`config.mk`:
```
export PLATFORM = sky130hd
export DESIGN_NAME = keypad_scanner_flat
export DESIGN_NICKNAME = d
export VERILOG_FILES = /design/src/rtl/keypad_scanner_if.sv /design/src/rtl/keypad_scanner.sv /design/src/flat_wrapper.sv
export SDC_FILE = /design/constraint.sdc
export NUM_CORES = 1
export LEC_CHECK = 0
export CAP_MARGIN = 15
export CORE_MARGIN = 4
export CORE_UTILIZATION = 45
export DETAILED_ROUTE_END_ITERATION = 12
export DONT_BUFFER_PORTS = 1
export GPL_TIMING_DRIVEN = 0
export SYNTH_ARGS = -nofsm -noshare
export SYNTH_HDL_FRONTEND = slang
export SYNTH_SLANG_ARGS = --single-unit
```
`constraint.sdc`:
```
create_clock -name CLK -period 3.62 [get_ports CLK]
set_input_delay 1.086 -clock CLK [delete_from_list [all_inputs] [get_ports CLK]]
set_output_delay 1.086 -clock CLK [all_outputs]
set_load 0.05 [all_outputs]
```
`src/rtl/keypad_scanner_if.sv`:
```
// Keypad matrix lines plus the debounced key-event bus, bundled for the scanner and its consumer.
interface keypad_scanner_if;
  logic [3:0] row;
  logic [3:0] col;
  logic [3:0] key_code;
  logic       key_valid;
  logic       key_down;

  modport master (
    input  row,
    output col,
    output key_code,
    output key_valid,
    output key_down
  );

  modport slave (
    output row,
    input  col,
    input  key_code,
    input  key_valid,
    input  key_down
  );
endinterface

```
`src/rtl/keypad_scanner.sv`:
```
// 4x4 active-low keypad scanner: column drive, row synchroniser, single-key debounce,
// held key code with a one-cycle strobe on each confirmed press.
module keypad_scanner #(
  parameter int unsigned SCAN_DIV       = 50000,
  parameter int unsigned DEBOUNCE_TICKS = 10
) (
  input logic          CLK,
  input logic          RST,
  keypad_scanner_if.master kp
);

  localparam int unsigned DIV_W = (SCAN_DIV > 1) ? $clog2(SCAN_DIV) : 1;
  localparam int unsigned CNT_W = 8;

  typedef enum logic [1:0] {
    S_SCAN     = 2'd0,
    S_DEBOUNCE = 2'd1,
    S_HELD     = 2'd2,
    S_RELEASE  = 2'd3
  } state_t;

  state_t             state;
  logic [DIV_W-1:0]   div_cnt;
  logic [CNT_W-1:0]   cnt;
  logic [3:0]         sync1;
  logic [3:0]         sync_row;
  logic [1:0]         col_idx;
  logic [1:0]         cand_row;
  logic [1:0]         cand_col;

  logic               tick;
  logic [1:0]         idx_inc;
  logic [3:0]         col_inc;
  logic [CNT_W-1:0]   cnt_inc;
  logic               cnt_done;
  logic               cand_high;

  // Lowest-index active (low) row; only meaningful when at least one row is low.
  function automatic logic [1:0] lowest_low(input logic [3:0] r);
    if (!r[0])      lowest_low = 2'd0;
    else if (!r[1]) lowest_low = 2'd1;
    else if (!r[2]) lowest_low = 2'd2;
    else            lowest_low = 2'd3;
  endfunction

  always_comb begin
    tick      = (div_cnt == DIV_W'(SCAN_DIV - 1));
    idx_inc   = col_idx + 2'd1;
    col_inc   = ~(4'b0001 << idx_inc);
    cnt_inc   = cnt + CNT_W'(1);
    cnt_done  = (cnt_inc == CNT_W'(DEBOUNCE_TICKS));
    cand_high = sync_row[cand_row];
  end

  always_ff @(posedge CLK) begin
    if (RST) begin
      state        <= S_SCAN;
      div_cnt      <= '0;
      cnt          <= '0;
      sync1        <= 4'hF;
      sync_row     <= 4'hF;
      col_idx      <= 2'd0;
      cand_row     <= 2'd0;
      cand_col     <= 2'd0;
      kp.col       <= 4'b1110;
      kp.key_code  <= 4'd0;
      kp.key_valid <= 1'b0;
      kp.key_down  <= 1'b0;
    end else begin
      sync1        <= kp.row;
      sync_row     <= sync1;
      kp.key_valid <= 1'b0;
      div_cnt      <= tick ? '0 : div_cnt + DIV_W'(1);

      if (tick) begin
        case (state)
          S_SCAN: begin
            if (sync_row == 4'hF) begin
              col_idx <= idx_inc;
              kp.col  <= col_inc;
            end else begin
              cand_row <= lowest_low(sync_row);
              cand_col <= col_idx;
              if (DEBOUNCE_TICKS == 1) begin
                cnt          <= CNT_W'(1);
                kp.key_code  <= {lowest_low(sync_row), col_idx};
                kp.key_valid <= 1'b1;
                kp.key_down  <= 1'b1;
                state        <= S_HELD;
              end else begin
                cnt   <= CNT_W'(1);
                state <= S_DEBOUNCE;
              end
            end
          end

          S_DEBOUNCE: begin
            if (!cand_high) begin
              cnt <= cnt_inc;
              if (cnt_done) begin
                kp.key_code  <= {cand_row, cand_col};
                kp.key_valid <= 1'b1;
                kp.key_down  <= 1'b1;
                state        <= S_HELD;
              end
            end else begin
              // Bounce: abandon the candidate and move on to the next column.
              cnt     <= '0;
              col_idx <= idx_inc;
              kp.col  <= col_inc;
              state   <= S_SCAN;
            end
          end

          S_HELD: begin
            if (cand_high) begin
              if (DEBOUNCE_TICKS == 1) begin
                cnt         <= '0;
                kp.key_down <= 1'b0;
                col_idx     <= idx_inc;
                kp.col      <= col_inc;
                state       <= S_SCAN;
              end else begin
                cnt   <= CNT_W'(1);
                state <= S_RELEASE;
              end
            end
          end

          S_RELEASE: begin
            if (cand_high) begin
              if (cnt_done) begin
                cnt         <= '0;
                kp.key_down <= 1'b0;
                col_idx     <= idx_inc;
                kp.col      <= col_inc;
                state       <= S_SCAN;
              end else begin
                cnt <= cnt_inc;
              end
            end else begin
              cnt   <= '0;
              state <= S_HELD;
            end
          end

          default: state <= S_SCAN;
        endcase
      end
    end
  end

endmodule

```
`src/flat_wrapper.sv`:
```
// flat-port wrapper written by rule: the top's interface ports become plain ports
module keypad_scanner_flat 
#(
  parameter int unsigned SCAN_DIV       = 50000,
  parameter int unsigned DEBOUNCE_TICKS = 10
)
  (CLK, RST, kp_row, kp_col, kp_key_code, kp_key_valid, kp_key_down);
  keypad_scanner_if kp_i ();
  input logic CLK;
  input logic RST;
  input wire logic [$bits(kp_i.row)-1:0] kp_row;
  output wire logic [$bits(kp_i.col)-1:0] kp_col;
  output wire logic [$bits(kp_i.key_code)-1:0] kp_key_code;
  output wire logic [$bits(kp_i.key_valid)-1:0] kp_key_valid;
  output wire logic [$bits(kp_i.key_down)-1:0] kp_key_down;
  assign kp_i.row = kp_row;
  assign kp_col = kp_i.col;
  assign kp_key_code = kp_i.key_code;
  assign kp_key_valid = kp_i.key_valid;
  assign kp_key_down = kp_i.key_down;
  keypad_scanner #(.SCAN_DIV(SCAN_DIV), .DEBOUNCE_TICKS(DEBOUNCE_TICKS)) u_core (.CLK(CLK), .RST(RST), .kp(kp_i));
endmodule
```
# Word-level counts from Yosys, hierarchy flattened
# Cells that the tools add are included.
dict set report word_totals {
  ff_bits 50
  latch_bits 0
  ramBits 0
  rom_bits 0
  input_bits 6
  output_inout_bits 10
  elab_cells 83
  n_memories 0
}
dict set report op_classes {
  n_addsub 3
  mul 0
  div_mod_pow 0
  n_lt_le_gt_ge 1
  eq_ne 16
  shift 1
  mux 34
  bitwise_logic 5
  n_reduce_logical 11
}
# cell n
set ops {}
lappend ops {{$mux W8} 5}
lappend ops {{$pmux W8 S4} 1}
lappend ops {{$mux W2} 12}
lappend ops {{$add A16 B1 Y16 const B} 1}
lappend ops {{$eq A16 B16 Y1 const B} 1}
lappend ops {{$mux W4} 4}
lappend ops {{$ne A2 B1 Y1 const B} 6}
lappend ops {{$pmux W4 S3} 1}
lappend ops {{$reduce_and A6 Y1} 2}
lappend ops {{$add A8 B1 Y8 const B} 1}
lappend ops {{$eq A8 B4 Y1 const B} 1}
lappend ops {{$pmux W2 S4} 1}
lappend ops {{$mux W1} 7}
lappend ops {{$pmux W2 S3} 1}
lappend ops {{$reduce_and A3 Y1} 2}
lappend ops {{$reduce_and A5 Y1} 1}
lappend ops {{$eq A2 B2 Y1 const B} 2}
lappend ops {{$eq A4 B4 Y1 const B} 1}
lappend ops {{$ne A2 B2 Y1 const B} 2}
lappend ops {{$not A1 Y1} 4}
lappend ops {{$not A4 Y4} 1}
lappend ops {{$reduce_and A4 Y1} 1}
lappend ops {{$reduce_or A4 Y1} 1}
lappend ops {{$shl A1 B2 Y4 const A} 1}
lappend ops {{11 further kinds} 11}

# Logic depth before layout (Yosys ltp)
# Gate-level depths: netlist of the first run.
dict set report logic_depth {
  word_depth 6
  mapped_depth 8
  depth_no_buf 7
}

# Worst setup path before layout of the first run
# Ideal clock, no wire load.
dict set report synth_timing {
  kind {reg2reg}
  start {register u_core.cnt[0]}
  end {register u_core.kp.col[0]}
  setup_time_ns 0.091
  t_arrival_ns 2.107
  required_time_ns 3.529
  slack_ns 1.422
  path_stages_with_launch 9
  n_path_buf 1
  period_less_slack_ns 2.198
  cell_sequence {dfxtp_1 ha_1 or4b_2 nor3_1 a311o_2 a41o_1 buf_2 a21oi_1 a311oi_1}
}
dict set report synth_between {
  elab_chain_cells 4
}
# item line
set synth_lines {}
lappend synth_lines {{start, declared} keypad_scanner.sv:24} ;# logic [CNT_W-1:0] cnt;
lappend synth_lines {{start signal, assigned} keypad_scanner.sv:99} ;# cnt <= cnt_inc;
lappend synth_lines {{start signal, assigned} keypad_scanner.sv:139} ;# cnt <= cnt_inc;
lappend synth_lines {{$add A8 B1 Y8} keypad_scanner.sv:50} ;# cnt_inc = cnt + CNT_W'(1);
lappend synth_lines {{$eq A8 B4 Y1} keypad_scanner.sv:51} ;# cnt_done = (cnt_inc == CNT_W'(DEBOUNCE_TICKS));
lappend synth_lines {{$ne A2 B1 Y1 (no source line)} n/a}
lappend synth_lines {{$reduce_and A6 Y1 (no source line)} n/a}
lappend synth_lines {{end signal, assigned} keypad_scanner.sv:80} ;# kp.col <= col_inc;
lappend synth_lines {{end signal, assigned} keypad_scanner.sv:110} ;# kp.col <= col_inc;
lappend synth_lines {{end signal, assigned} keypad_scanner.sv:121} ;# kp.col <= col_inc;
lappend synth_lines {{end, declared} keypad_scanner_if.sv:11} ;# output col,
# Every way passes these cells.
# A chain may end at the register's enable or synchronous reset.

# Final worst setup path of the first run
# Same ends and word-level chain as after synthesis.

==> run summary, run 1 <==
The adder and majority cell fraction of the synthesized area came out at 0.0376. The pin count of the biggest net entering global routing came out at 19. The worst pin sits at a relative slew slack of 0.550. The part of the Yosys area used for sequential elements came out at 0.430. The aggregate routed wire length came out at 4.60 mm. The die outline area is 0.00639 mm2.

The path class of the tightest hold or removal check is flip-flop to flip-flop. The count of pins on the block boundary came out at 16. The count of buffering cells on the critical path with inverters included came out at 1. The post-layout instance count excluding filler cells is 337. The number of standard-cell rows in the floorplan came out at 25. The register-to-register setup slack came out at 1180 ps. The y dimension of the die came out at 79.9 um. Clock tree synthesis found a total of 50 sinks. The number of H-tree levels came out at 2.

The number of antenna violations at the first check in global routing came out at 0. Dividing the detail-routed via count by the number of cells gives roughly 5.5. The number of input and output port buffers inserted is 0. The destination of the worst register-to-register timing path is u_core.kp.col[0]. The number of synthesized flops with an enable pin is 0. The critical path crosses 8 cells after its start point. The cell family contributing the most delay on the critical path is simple AND/OR/NAND/NOR gates. The library cell contributing the largest single delay on the critical path is or4b_2.

The total count of max-transition violations in the final report came out at 0. Of the total synthesized cell area, the portion taken by XOR and XNOR cells is 0.0489. The power per standard cell area came out at 377 mW/mm2. Across every metal layer, demand over resource in global routing totals 0.162.

In the synthesized netlist, the number of instances is 262. The post-synthesis register bit count is 50. The final setup violation count is 0. The horizontal extent of the die came out at 79.9 um. In the synthesized netlist the async set-or-reset flop fraction comes to 0. The worst supply voltage drop on vdd is 275 uV. The overall via count from detail_route is 1842.

The maximum achievable frequency came out at between 400 and 500 MHz. The unique cell type count in the Yosys netlist came out at 46. The combinational family with the most area after synthesis is simple AND/OR/NAND/NOR gates.

During synthesis, Yosys emitted a total of 0 warnings. Of the total synthesized cell area, the portion taken by AND, OR, NAND and NOR gates is 0.276. The depth of the worst register-to-register path came out at 8. The type of the worst setup path is flip-flop to flip-flop. For the worst setup path, the data arrival time is around 2700 ps.

The violation count after the first detailed-route iteration came out at 90. The final-layout fill cell count is ~490. For this run, the leading register cell type out of synthesis is dfxtp_1. The critical-path maximum fanout is 10.

Clock latency on the worst-skew pair, taken at its later pin, is 310 ps. The number of max-capacitance violations reported is 0. The number of placed instances, taps included came out at 329. The met3 wire length came out at 155 um. The area fraction of the dominant cell type after synthesis came out at 0.430. The final-layout setup total negative slack is 0 ps. Compared with the post-synthesis result, the final layout area differs by 7.80%. The final weighted congestion of routability-driven global placement is 0.811. After clock tree synthesis, the flow added hold-fix buffers numbering 0.

In the post-synthesis netlist, the cell with the most instances is dfxtp_1. In the final layout, the multi-input gates occupy 0.00125 mm2. The clock tree root buffer cell is clkbuf_8. The leakage power is 0.926 nW. The sequential group share of total power came out at 0.600.

The core footprint came out at between 0.004 and 0.005 mm2. The worst-case clock skew is 6.40 ps. The fraction of power spent switching nets came out at 0.245. The area fraction in compound gates after synthesis came out at 0.134. The total congestion overflow after global routing came out at 0. Traced cell by cell, the critical path runs through ha_1 -> or4b_2 -> nor3_1 -> a311o_2 -> a41o_1 -> buf_2 -> a21oi_1 -> a311oi_1.

The net count reported at finish came out at about 280. The highest metal layer used by the detailed router is met4. The post-detailed-route count of antenna-violating nets is 0. The final hold violation count came to 0. The area of the mapped netlist is 0.00233 mm2. The ratio of final minimum period to clock period is 0.675.

By area the synthesized netlist is led by dfxtp_1 (43%), nor2_1 (4.4%), a21oi_1 (4.3%), ha_1 (3.8%), xor2_1 (3.8%). The DRC violation count after routing came out at 0. The first global-routing pass estimated 8.24 mm of wire. The run finished with clean final reports. The number of buffers on the longest clock path came out at 2.

The worst setup path is launched from a flip-flop. The number of nets in the synthesized netlist is 275. The number of buffers inserted by post-CTS setup repair is 0. The average footprint of a synthesized cell is 8.88 um2. Setup repair after global routing left no endpoint under its margin. In this run the worst setup path begins at u_core.cnt[0]. The internal power component came out at 713 uW. The repair_antennas step left the layout with diodes totalling 0.

STA classifies the critical path endpoint as a flip-flop. The transition at the pin with the smallest max-transition slack came out at 671 ps. After clock tree synthesis, the clock-pin slew on the worst setup and hold paths is 100 ps. Summed over all nets, wire length on met2 after detailed routing comes to 1.95 mm. The total clock buffers created by CTS came out at 5. The met1 layer wirelength in the final routing is 2.41 mm.

The proportion of synthesized area in mux cells is 0.0403. On the worst path, the slowest cell contributes a delay of 620 ps. The worst register-to-register path begins at u_core.cnt[0]. Summed over all instances, the cell type with the most area after synthesis is dfxtp_1. The post-cts repair resize count came out at 0. The logic gate share of total power is 0.031. The clock network power share came out at 0.369.

The commonest cells after synthesis are dfxtp_1 (50), nor2_1 (27), a21oi_1 (20), nand2_1 (20), nand3_1 (16). The most critical setup path has its endpoint at u_core.kp.col[0]. The ratio of cells with drive above 1 in the final layout is 0.107. For this design the total switching power over the nets is 231 uW. Registers take between 0.001 and 0.0015 mm2. The clock period minus final worst setup slack came out at 2440 ps.

The number of global-route vias before repair was around 1800. The wire length per cell after detailed routing is about 14 um. The length of the first detailed-routing pass in iterations came out at 4. TritonCTS built the clock tree. After legalization and detailed placement, the total HPWL measured 3.18 mm. STA puts the critical path data required time at 3850 ps.

The initial utilization of the core area, before any placement, comes to 0.477.
[through the flow]
step / setup slack [ps] / util / hold WS [ps] / power, mW / instance area [um2]
floorplan: 1420 / - / 389 / 0.601 / 2330
global placement: 1230 / 0.494 / 391 / 0.609 / 2410
detailed placement: 1210 / 0.494 / 396 / 0.609 / 2410
CTS: 1190 / 0.514 / 422 / 0.963 / 2510
global route: 985 / 0.514 / 433 / 0.988 / 2510
finish: 1180 / 0.514 / 419 / 0.945 / 2510
[how the worst min path moves through the flow]
stage	to	slack (ps)	start	depth (start not counted)
after global placement	u_core.sync_row[0]	390	u_core.sync1[0]	1
after global routing	u_core.sync_row[2]	430	u_core.sync1[2]	1
final	u_core.sync_row[2]	420	u_core.sync1[2]	1
after CTS	u_core.sync_row[2]	420	u_core.sync1[2]	1
after detailed placement	u_core.sync_row[2]	400	u_core.sync1[2]	1
after floorplan	u_core.sync_row[0]	390	u_core.sync1[0]	1
[layer usage]
metal / global-route usage / vias up
li1: - / 947
met3: 0.0395 / 9
met1: 0.228 / 863
met5: 0 / -
met4: 0.0608 / 0
met2: 0.237 / 23
[area by class of cell]
type / count / share of cell area
multi-input combinational: 192 / 0.498
tap: 67 / 0.0334
inverter: 8 / 0.0120
clock inverter: 3 / 0.0115
buffer: 12 / 0.0190
sequential: 50 / 0.399
clock buffer: 5 / 0.0274
[cell usage in the layout (no fill, tap or decap), types with 2 or more instances in the layout]
cell       count
xnor2_1        3
o211ai_1       2
nor2_1        27
buf_2          2
clkbuf_8       5
a21oi_1       20
and3_1         6
nand3_1       16
and2_1         4
nor3_1         5
nand2_1       20
xor2_1        10
o21ai_0        9
nand3b_1       3
o2111ai_1      2
nand4_1        6
a31oi_1        2
nor4_4         2
inv_1          8
ha_1           7
or3_1          3
nand4b_1       4
or2_2         10
a211oi_1       2
o21a_1         3
clkbuf_1       9
o21bai_1       3
dfxtp_1       50
mux2i_1        6
[flip-flops by register name, summed over array words and instances, names as in the netlist, named ones only]
register,count
u_core.kp.key_valid,1
u_core.kp.key_down,1
u_core.sync_row,4
u_core.col_idx,2
u_core.div_cnt,16
u_core.sync1,4
u_core.cnt,8
u_core.kp.col,4
u_core.kp.key_code,4
u_core.cand_row,2
u_core.cand_col,2
u_core.state,1
[power groups by stage]
stage	clock network [mW]	registers, mW	logic [mW]
4_1_cts	0.366	0.566	0.0302
2_1_floorplan	0	0.578	0.0231
3_5_place_dp	0	0.579	0.0302
5_1_grt	0.386	0.568	0.0342
3_3_place_gp	0	0.579	0.0298
6_report	0.349	0.566	0.0294
[cell families after synthesis]
logic type / Yosys count
AO/OA/AOI/OAI: 50
buffers and inverters: 20
XOR/XNOR: 13
multiplexers: 8
AND/OR/NAND/NOR: 114
adder cells (fa/ha/maj): 7
flip-flops: 50
No activity file was read; power rests on OpenSTA's default activity.
==> run 2, diff against run 1 <==
==> constraint.sdc (replaced) <==
create_clock -name CLK -period 2.3 [get_ports CLK]
set_input_delay 0.69 -clock CLK [delete_from_list [all_inputs] [get_ports CLK]]
set_output_delay 0.69 -clock CLK [all_outputs]
set_load 0.05 [all_outputs]
==> run 2 against run 1 <==
Compared with the run above:
- clock power increased by 58%
- global-route usage is 0.19 points higher
- setup slack got worse by 1100 ps
- register-to-register slack lost 1100 ps
- non-clock buffer count is 6 higher
- largest cell class unchanged
- largest power group unchanged
==> run summary, run 2 (synthesis results as in run 1) <==
The worst hold path begins at u_core.sync1[2]. The top cell types in the final layout, fill and taps aside, are dfxtp_1 (47), nor2_1 (27), nand2_1 (20), a21oi_1 (20), nand3_1 (16). The DRC violation count after routing came to 0 (unchanged). The total clock buffers created by CTS came out at 5 (unchanged). The ratio of cells with drive above 1 in the final layout is 0.152 (+0.0448).

The total count of max-transition violations in the final report is 0 (unchanged). The count of clock tree sinks is 50 (unchanged). The total inserted antenna cells is 0 (unchanged). Among all stages on the critical path, the largest delay is contributed by or4b_2. The length of the first detailed-routing pass in iterations came out at 4 (unchanged). The number of buffers on the longest clock path is 2 (unchanged).

The instance area after placement is 0.00241 mm2 (unchanged). The total congestion overflow after global routing came to 0 (unchanged). The number of max-capacitance violations reported was 0 (unchanged). The worst min-delay path class is flip-flop to flip-flop. The leakage power came out at 0.959 nW (+3.6%). The post-cts hold buffer count is 0 (unchanged). The final weighted congestion of routability-driven global placement was 0.811 (unchanged).

The post-detailed-route count of antenna-violating nets was 0 (unchanged). The worst setup path is captured at a flip-flop. The most common cell after layout, fill and taps aside is dfxtp_1.

The sum of internal, switching and leakage power is 1.49 mW (+58%). The final hold violation count came out at 0 (unchanged). The wire length per cell after detailed routing came out at 13.6 um (-0.72%).

More flip-flops sit in one register than any other, and that register is u_core.div_cnt. The clock period minus final worst setup slack is 2210 ps (-237 ps). In the final layout, the registers with the most flip-flops are u_core.div_cnt: 16 flops, u_core.cnt: 8 flops. The number of input and output port buffers inserted came out at 0 (unchanged).

The global routing usage summed across all routing layers is 0.164 (+0.00189). Counting stages on the worst path, the most repeated cell is buf_4. The overall via count from detail_route is 1861 (+1.0%). The core footprint is 0.00488 mm2 (unchanged). The setup path with the least slack is of type flip-flop to flip-flop. The power per standard cell area was 573 mW/mm2 (+52%). The count of pins on the block boundary is 16 (unchanged). The critical-path maximum fanout came out at 7 (-3).

The number of standard-cell rows in the floorplan is 25 (unchanged). The run finished with clean final reports. The worst-case clock skew is 6.75 ps (+0.350 ps).

The worst setup path is launched from a flip-flop. The path with the worst hold slack has its endpoint at u_core.sync_row[2]. The flip-flop count of the largest register after layout came out at 16 (unchanged).

The biggest cell delay along the critical path came to 630 ps (about the same). TritonCTS built the clock tree. The core occupancy in the finished layout is 0.534 (+0.0195). The pin count of the biggest net entering global routing is 19 (unchanged). The number of antenna violations at the first check in global routing is 0 (unchanged). The horizontal extent of the die came to 79.9 um (unchanged). The growth of design area from synthesis to finish is 11.9%. The worst register-to-register path ends at u_core.kp.key_code[0]. The net count reported at finish is 288 (+2.1%).

Broken down by cell family, the worst path's largest delay share belongs to simple AND/OR/NAND/NOR gates. The register-to-register setup slack was 90 ps (-1080 ps). The number of global-route vias before repair came to 1776 (+1.5%). The via-per-instance ratio is 5.43 (-0.74%). The ratio of final minimum period to clock period was 0.960 (+0.285).

The setup slack after placement came out at -110 ps (-1320 ps). The data required time at the worst endpoint came out at 2490 ps (-1360 ps). The post-route worst hold slack is 419 ps (+0.106 ps). The detailed-placement wirelength estimate is 3.18 mm (unchanged).

The violation count after the first detailed-route iteration is 97 (+7.8%). The maximum achievable frequency came out at 453 MHz (+11%). The worst register-to-register path begins at u_core.cnt[0].

The depth of the worst register-to-register path is 9 (+1). The number of H-tree levels is 2 (unchanged). The y dimension of the die is 79.9 um (unchanged). The worst max-slew margin expressed relative to the limit came to 0.630 (+0.0805).

The starting utilization of the core area came out at 0.477 (unchanged). The aggregate routed wire length came to 4.65 mm (+1.0%). The transition at the pin with the smallest max-transition slack is 555 ps (-116 ps). The clock-pin transition on the worst setup and hold timing paths is 100 ps (about the same). The critical path goes through ha_4 -> or4b_2 -> nor3_2 -> a311o_2 -> buf_4 -> nand4_1 -> buf_4 -> mux2i_1 -> nor2_1. The clock latency on the worst-skew pair was 310 ps (about the same). The setup slack after layout is 92.2 ps (-1080 ps). The count of cells along the worst hold path came to 1 (unchanged). The die outline area is 0.00639 mm2 (unchanged). The wire length of the first global-routing pass is 8.34 mm (+1.2%).

The clock tree root buffer cell is clkbuf_8. The worst supply voltage drop on vdd is 435 uV (+58%). The final-layout fill cell count came out at 488 (-0.20%). The post-route cell area came out at 0.00260 mm2 (+3.8%). The final setup violation count was 0 (unchanged). The data arrival at the endpoint of the critical path is 2400 ps (-270 ps).

Setup repair after global routing could not meet its margin everywhere. The count of buffering cells on the critical path with inverters included is 2 (+1).
## run 2: changes by cell type in the layout (fill, tap and decap cells not counted), sizes merged
| cell | previous run | this run |
|---|---|---|
| buf | 3 | 9 |
## run 2: worst max-delay path by stage
stage                             from                     to  slack [ps]  depth (start not counted)
floorplan                u_core.cnt[0]       u_core.kp.col[0]         100                          8
global placement    u_core.cand_row[0]          u_core.cnt[6]         -90                          6
detailed placement  u_core.cand_row[0]          u_core.cnt[2]        -110                          6
CTS                  u_core.div_cnt[0]     u_core.kp.key_down          20                          7
global route             u_core.cnt[0]  u_core.kp.key_code[2]         -10                          9
finish                   u_core.cnt[0]  u_core.kp.key_code[0]          90                          9
## run 2: layer usage
layer,GRT usage,share of wire
met2,0.242,0.44
met4,0.0574,0.014
met3,0.0384,0.027
met1,0.231,0.52
met5,0,0
## run 2: through the flow
| stage | TNS [ps] | cells |
|---|---|---|
| floorplan | 0 | 262 |
| global placement | -666 | 329 |
| detailed placement | -932 | 329 |
| CTS | 0 | 340 |
| global route | -16.4 | 343 |
| finish | 0 | 343 |
## run 2: where the power goes
group          internal (mW)  switching (mW)
registers              0.878          0.0136
clock network          0.228           0.325
logic                 0.0173          0.0299
## run 2: cell type report
class	instances	area, um2	share of cell area
Clock buffer	5	68.8	0.0264
Buffer	12	55.1	0.0211
Tap cell	67	83.8	0.0322
Clock inverter	3	28.8	0.0111
Timing Repair Buffer	6	48.8	0.0187
Multi-Input combinational cell	192	1280	0.493
Inverter	8	30.0	0.0115
Sequential cell	50	1000	0.386
## run 2: what timing repair did
item / CTS / global route
resized for setup: 5 / 8
endpoints found under the setup margin: 20 / 18
setup buffers: 3 / 3
pin swaps: 3 / 4
